<file path="config.mk">
export PLATFORM = sky130hd
export DESIGN_NAME = fetch_unit
export DESIGN_NICKNAME = d
export VERILOG_FILES = /design/src/rtl/fetch_unit.sv
export SDC_FILE = /design/constraint.sdc
export NUM_CORES = 1
export LEC_CHECK = 0
export ABC_AREA = 1
export CAP_MARGIN = 10
export CELL_PAD_IN_SITES_DETAIL_PLACEMENT = 0
export CELL_PAD_IN_SITES_GLOBAL_PLACEMENT = 1
export CORE_MARGIN = 3
export CORE_UTILIZATION = 28
export CTS_CLUSTER_DIAMETER = 120
export DETAILED_ROUTE_END_ITERATION = 16
export PLACE_DENSITY_LB_ADDON = 0.1
export SETUP_SLACK_MARGIN = 0.3
export SYNTH_ARGS = -nofsm -noshare
export SYNTH_HDL_FRONTEND = slang
export SYNTH_SLANG_ARGS = --single-unit
</file>
<file path="constraint.sdc">
create_clock -name clk -period 1.74 [get_ports clk]
set_input_delay 0.348 -clock clk [delete_from_list [all_inputs] [get_ports clk]]
set_output_delay 0.348 -clock clk [all_outputs]
set_load 0.02 [all_outputs]
</file>
<file path="src/rtl/fetch_unit.sv">
// Instruction-fetch sequencer: samples PC on start, reads instruction memory,
// latches IR and pulses a PC-increment. Optional timeout abort: FETCH_TIMEOUT_EN.
module fetch_unit #(
    parameter int unsigned MEM_TIMEOUT = 15,
    parameter logic [31:0] IR_RESET    = 32'h0000_0000
) (
    input  logic        clk,
    input  logic        clr,
    input  logic        start,
    input  logic        stall,
    input  logic [31:0] pc_q,
    output logic [31:0] mem_addr,
    output logic        mem_rd,
    input  logic [31:0] mem_data,
    input  logic        mem_ready,
    output logic [31:0] ir_out,
    output logic        ir_valid,
    output logic [31:0] pc_d,
    output logic        pc_inc_en,
    output logic        busy,
    output logic        fetch_err
);

    if (MEM_TIMEOUT < 1) begin : g_param_check
        $error("fetch_unit: MEM_TIMEOUT must be >= 1");
    end

    typedef enum logic [1:0] {
        S_IDLE,
        S_REQ,
        S_DONE
`ifdef FETCH_TIMEOUT_EN
        , S_ERR
`endif
    } state_t;

    state_t      state_q, state_d;
    logic [31:0] addr_q;
    logic        first_q;

`ifdef FETCH_TIMEOUT_EN
    localparam int unsigned CNT_W = $clog2(MEM_TIMEOUT + 1);

    logic [CNT_W-1:0] cnt_q;
    logic             err_q;
    logic             timeout;

    // Compare against MEM_TIMEOUT-1 so ERR follows exactly MEM_TIMEOUT REQ cycles.
    assign timeout   = (cnt_q == CNT_W'(MEM_TIMEOUT - 1));
    assign fetch_err = err_q;

    always_ff @(posedge clk) begin
        if (clr) begin
            cnt_q <= '0;
            err_q <= 1'b0;
        end else begin
            case (state_q)
                S_IDLE: begin
                    if (start) begin
                        cnt_q <= '0;
                        err_q <= 1'b0;
                    end
                end
                S_REQ: begin
                    if (!mem_ready) cnt_q <= cnt_q + 1'b1;
                end
                S_ERR:   err_q <= 1'b1;
                default: ;
            endcase
        end
    end
`else
    assign fetch_err = 1'b0;
`endif

    always_ff @(posedge clk) begin
        if (clr) begin
            state_q <= S_IDLE;
            addr_q  <= '0;
            ir_out  <= IR_RESET;
            first_q <= 1'b0;
        end else begin
            state_q <= state_d;
            first_q <= (state_q == S_REQ) && mem_ready;
            if (state_q == S_IDLE && start) addr_q <= pc_q;
            if (state_q == S_REQ && mem_ready) ir_out <= mem_data;
        end
    end

    always_comb begin
        state_d = state_q;
        case (state_q)
            S_IDLE: if (start) state_d = S_REQ;
            S_REQ: begin
                if (mem_ready) state_d = S_DONE;
`ifdef FETCH_TIMEOUT_EN
                else if (timeout) state_d = S_ERR;
`endif
            end
            S_DONE: if (!stall) state_d = S_IDLE;
            default: state_d = S_IDLE;
        endcase
    end

    always_comb begin
        mem_rd    = (state_q == S_REQ);
        busy      = (state_q != S_IDLE);
        ir_valid  = (state_q == S_DONE);
        pc_inc_en = (state_q == S_DONE) && first_q;
        mem_addr  = (state_q == S_REQ)  ? addr_q : '0;
        pc_d      = (state_q == S_DONE) ? addr_q + 32'd1 : '0;
    end

endmodule

</file>
==> qor.txt <==
RSZ-0062 raised after global routing - true
Outcome - finished, violations left
DIE AREA - 14,300 um^2
H-Tree Depth - 3
PortBufs - 168
Layout cells sized above 1 - 56.7%
Initial core utilization - 29.4%
FF-to-FF path depth - 8
Post-route setup TNS - -14.32 ns
Die Span Y - 120 um
HP Class - flop to flop
Crit end category - output pin
Hold Vio Cnt, Final - 0
R2R Setup Slk - 0.18 ns
Maximum buffer depth of the clock tree - 2
Core region area - 12,300 um^2
Clock power share - 39.3%
Logic pwr share - 27.4%
Net Sw Power - 0.00161 W
Synthesized area per cell - 6.57 um^2
Starting DRT DRC Count - 181
Synth top area cells - dfxtp_1 37%, nor2_1 14%, nand2_1 10%
Die Wd - 120 um
Async set-reset flop share out of synthesis - 0%
Worst Slack Setup Final - -0.336 ns
Largest net degree at the start of global routing - 68
Yosys warns - 0
Initial antenna violation count - 0
Critical path arrival - 1.73 ns
Power Density - 635 nW/um^2
Total grt overflow - 0
Critical Path End - pc_d[20]
Post-synth top cells - 131 x nor2_1, 101 x nand2_1, 67 x dfxtp_1
Req. time, crit path - 1.39 ns
Syn_nets - 622
Fillers - 1,057
Leading area contributor after synthesis - dfxtp_1
Internal power - 0.00365 W
Count leader, synth - nor2_1
Area grow syn2layout - 128%
Total Routed Length - 15,900 um
Insertion delay to the later sink of the worst-skew pair - 0.34 ns
Final Slew Violations - 0
Post-synthesis cell area - 3620 um^2
R2R Path End - addr_q[11]
CP startpoint - addr_q[1]
Number of synthesized register bits - 67
Clock skew - 0.00395 ns
Clock transition at path regs - 0.06 ns
CTS tree - built
Crit start category - flop
FMAX - 0.482 GHz
R2R Path Start - state_q[0]
Post-Synthesis Cells - 552
Final Net Count - 880
Pre-Repair DR Iteration Count - 4
# DRC - 0
Vias in the first global route - 4,670
Min cycle time layout - 2.08 ns
Yosys cell types - 27
EDFF count, synth - 0
Diodes inserted - 0
Switching share of power - 30.5%
Failing checks - negative setup slack
Clock sink count - 67
Most used DFF post-synth - dfxtp_1
Hold Crit Start - ir_out[27]
Critical path peak fanout - 6
Via count - 4,692
Rows - 40
Seq/Total Area, Yosys - 37.0%
Drt via density - 4.77
Final ANT Viol Nets - 0
MaxCap Viol Count - 0
Final GP Congestion - 0.855
DP HPWL - 9690 um
Crit share post-route - 119%
Avg WL per Cell - 16.2 um
Gr usage total - 20.7%
First-pass GRT wire length - 23,800 um
Crit Path Class - flop to output pin
Clock root cell - clkbuf_16
Leakage power - 3.22 nW
Synth top area share - 37.0%
Reg power frac - 33.3%
CTS Buf Count - 9
Maximum VDD drop - 676 uV
# setup viols final - 65
Dpl ws - -0.501 ns
IO Pins - 170
==> registers in the layout, summed over array words and instances (netlist names) <==
register  cells
addr_q       32
ir_out       32
first_q       1
state_q       2
==> critical path, cell delays in order, from the launching register on <==
cell and delay (ns):
dfxtp_4 0.37, ha_4 0.14, nand2_4 0.05, nor2_4 0.15, nand2_4 0.13, nor2_4 0.20, nand3_2 0.10, nand2_2 0.08
nor2_4 0.03, buf_6 0.12
==> layout make-up <==
class | count | area (um^2) | area share, %
Inverter | 52 | 215 | 2.60
Sequential cell | 67 | 1390 | 16.7
Tap cell | 168 | 210 | 2.54
Clock inverter | 5 | 86.3 | 1.04
Clock buffer | 11 | 243 | 2.93
Timing Repair Buffer | 278 | 3030 | 36.6
Multi-Input combinational cell | 402 | 3110 | 37.6
==> placed cells by master, fill, tap and decap left out, types with 2 or more instances in the layout <==
cell / instances
dfxtp_2: 15
dlygate4sd2_1: 31
buf_4: 58
a21oi_1: 10
a21oi_2: 43
clkbuf_16: 12
buf_8: 4
bufinv_16: 2
nor3_2: 2
dfxtp_1: 45
clkdlybuf4s50_1: 67
o21ai_1: 2
buf_6: 91
a21oi_4: 2
nor3_1: 3
nand2_1: 43
a211oi_1: 23
inv_2: 6
nand2_2: 20
nor3_4: 2
clkinv_4: 3
nand3b_1: 2
nand2_4: 42
inv_1: 43
dfxtp_4: 7
nand3_2: 11
buf_16: 5
nor2_4: 62
buf_12: 17
nand3_1: 33
o21ai_2: 5
nor2_1: 45
a211oi_2: 8
nor2_2: 34
==> power by group through the flow <==
stage	logic, W	registers, W	clock network (W)
after global routing	0.00154	0.00176	0.00216
final	0.00144	0.00175	0.00207
after CTS	0.00121	0.00173	0.00211
after global placement	0.000974	0.00175	0
after detailed placement	0.000981	0.00175	0
after floorplan	0.000445	0.00178	0
==> routing by layer <==
layer / global-route usage [%] / wire [um] / vias to the layer above
met5: 0 / 0 / -
met1: 23.7 / 6230 / 2219
met4: 5.23 / 351 / 0
met3: 8.29 / 1130 / 26
li1: - / - / 2314
met2: 36.1 / 8190 / 133
==> timing repair <==
action,in CTS,in global routing
hold endpoints to repair,0,0
endpoints found under the setup margin,134,86
buffers inserted,25,16
gates resized for setup,568,233
hold buffers,0,0
cloned,5,3
pin swaps,25,46
==> kinds of logic after synthesis <==
logic type	count (synthesis)	share of synthesized area, %
buf+inv	83	10.5
other cells	1	0.103
compound gates	97	16.2
simple gates	303	35.8
fa+ha+maj	1	0.345
flops	67	37.0
==> worst min path at each step <==
stage / end / slack, ns / cells after the start
finish: ir_out[27] / 0.46 / 2
global route: ir_out[27] / 0.49 / 2
CTS: ir_out[26] / 0.46 / 2
detailed placement: ir_out[0] / 0.45 / 2
global placement: ir_out[2] / 0.45 / 2
floorplan: addr_q[31] / 0.48 / 2
==> stage by stage <==
stage | hold WS [ns] | total power [W] | cell area, um^2 | utilization (%) | instances
floorplan | 0.478 | 0.00222 | 3830 | - | 552
global placement | 0.447 | 0.00272 | 6070 | 49.3 | 918
detailed placement | 0.455 | 0.00273 | 6070 | 49.3 | 918
CTS | 0.459 | 0.00504 | 7190 | 58.4 | 964
global route | 0.489 | 0.00546 | 8280 | 67.2 | 983
finish | 0.461 | 0.00526 | 8280 | 67.2 | 983
No activity file was read; power rests on OpenSTA's default activity.
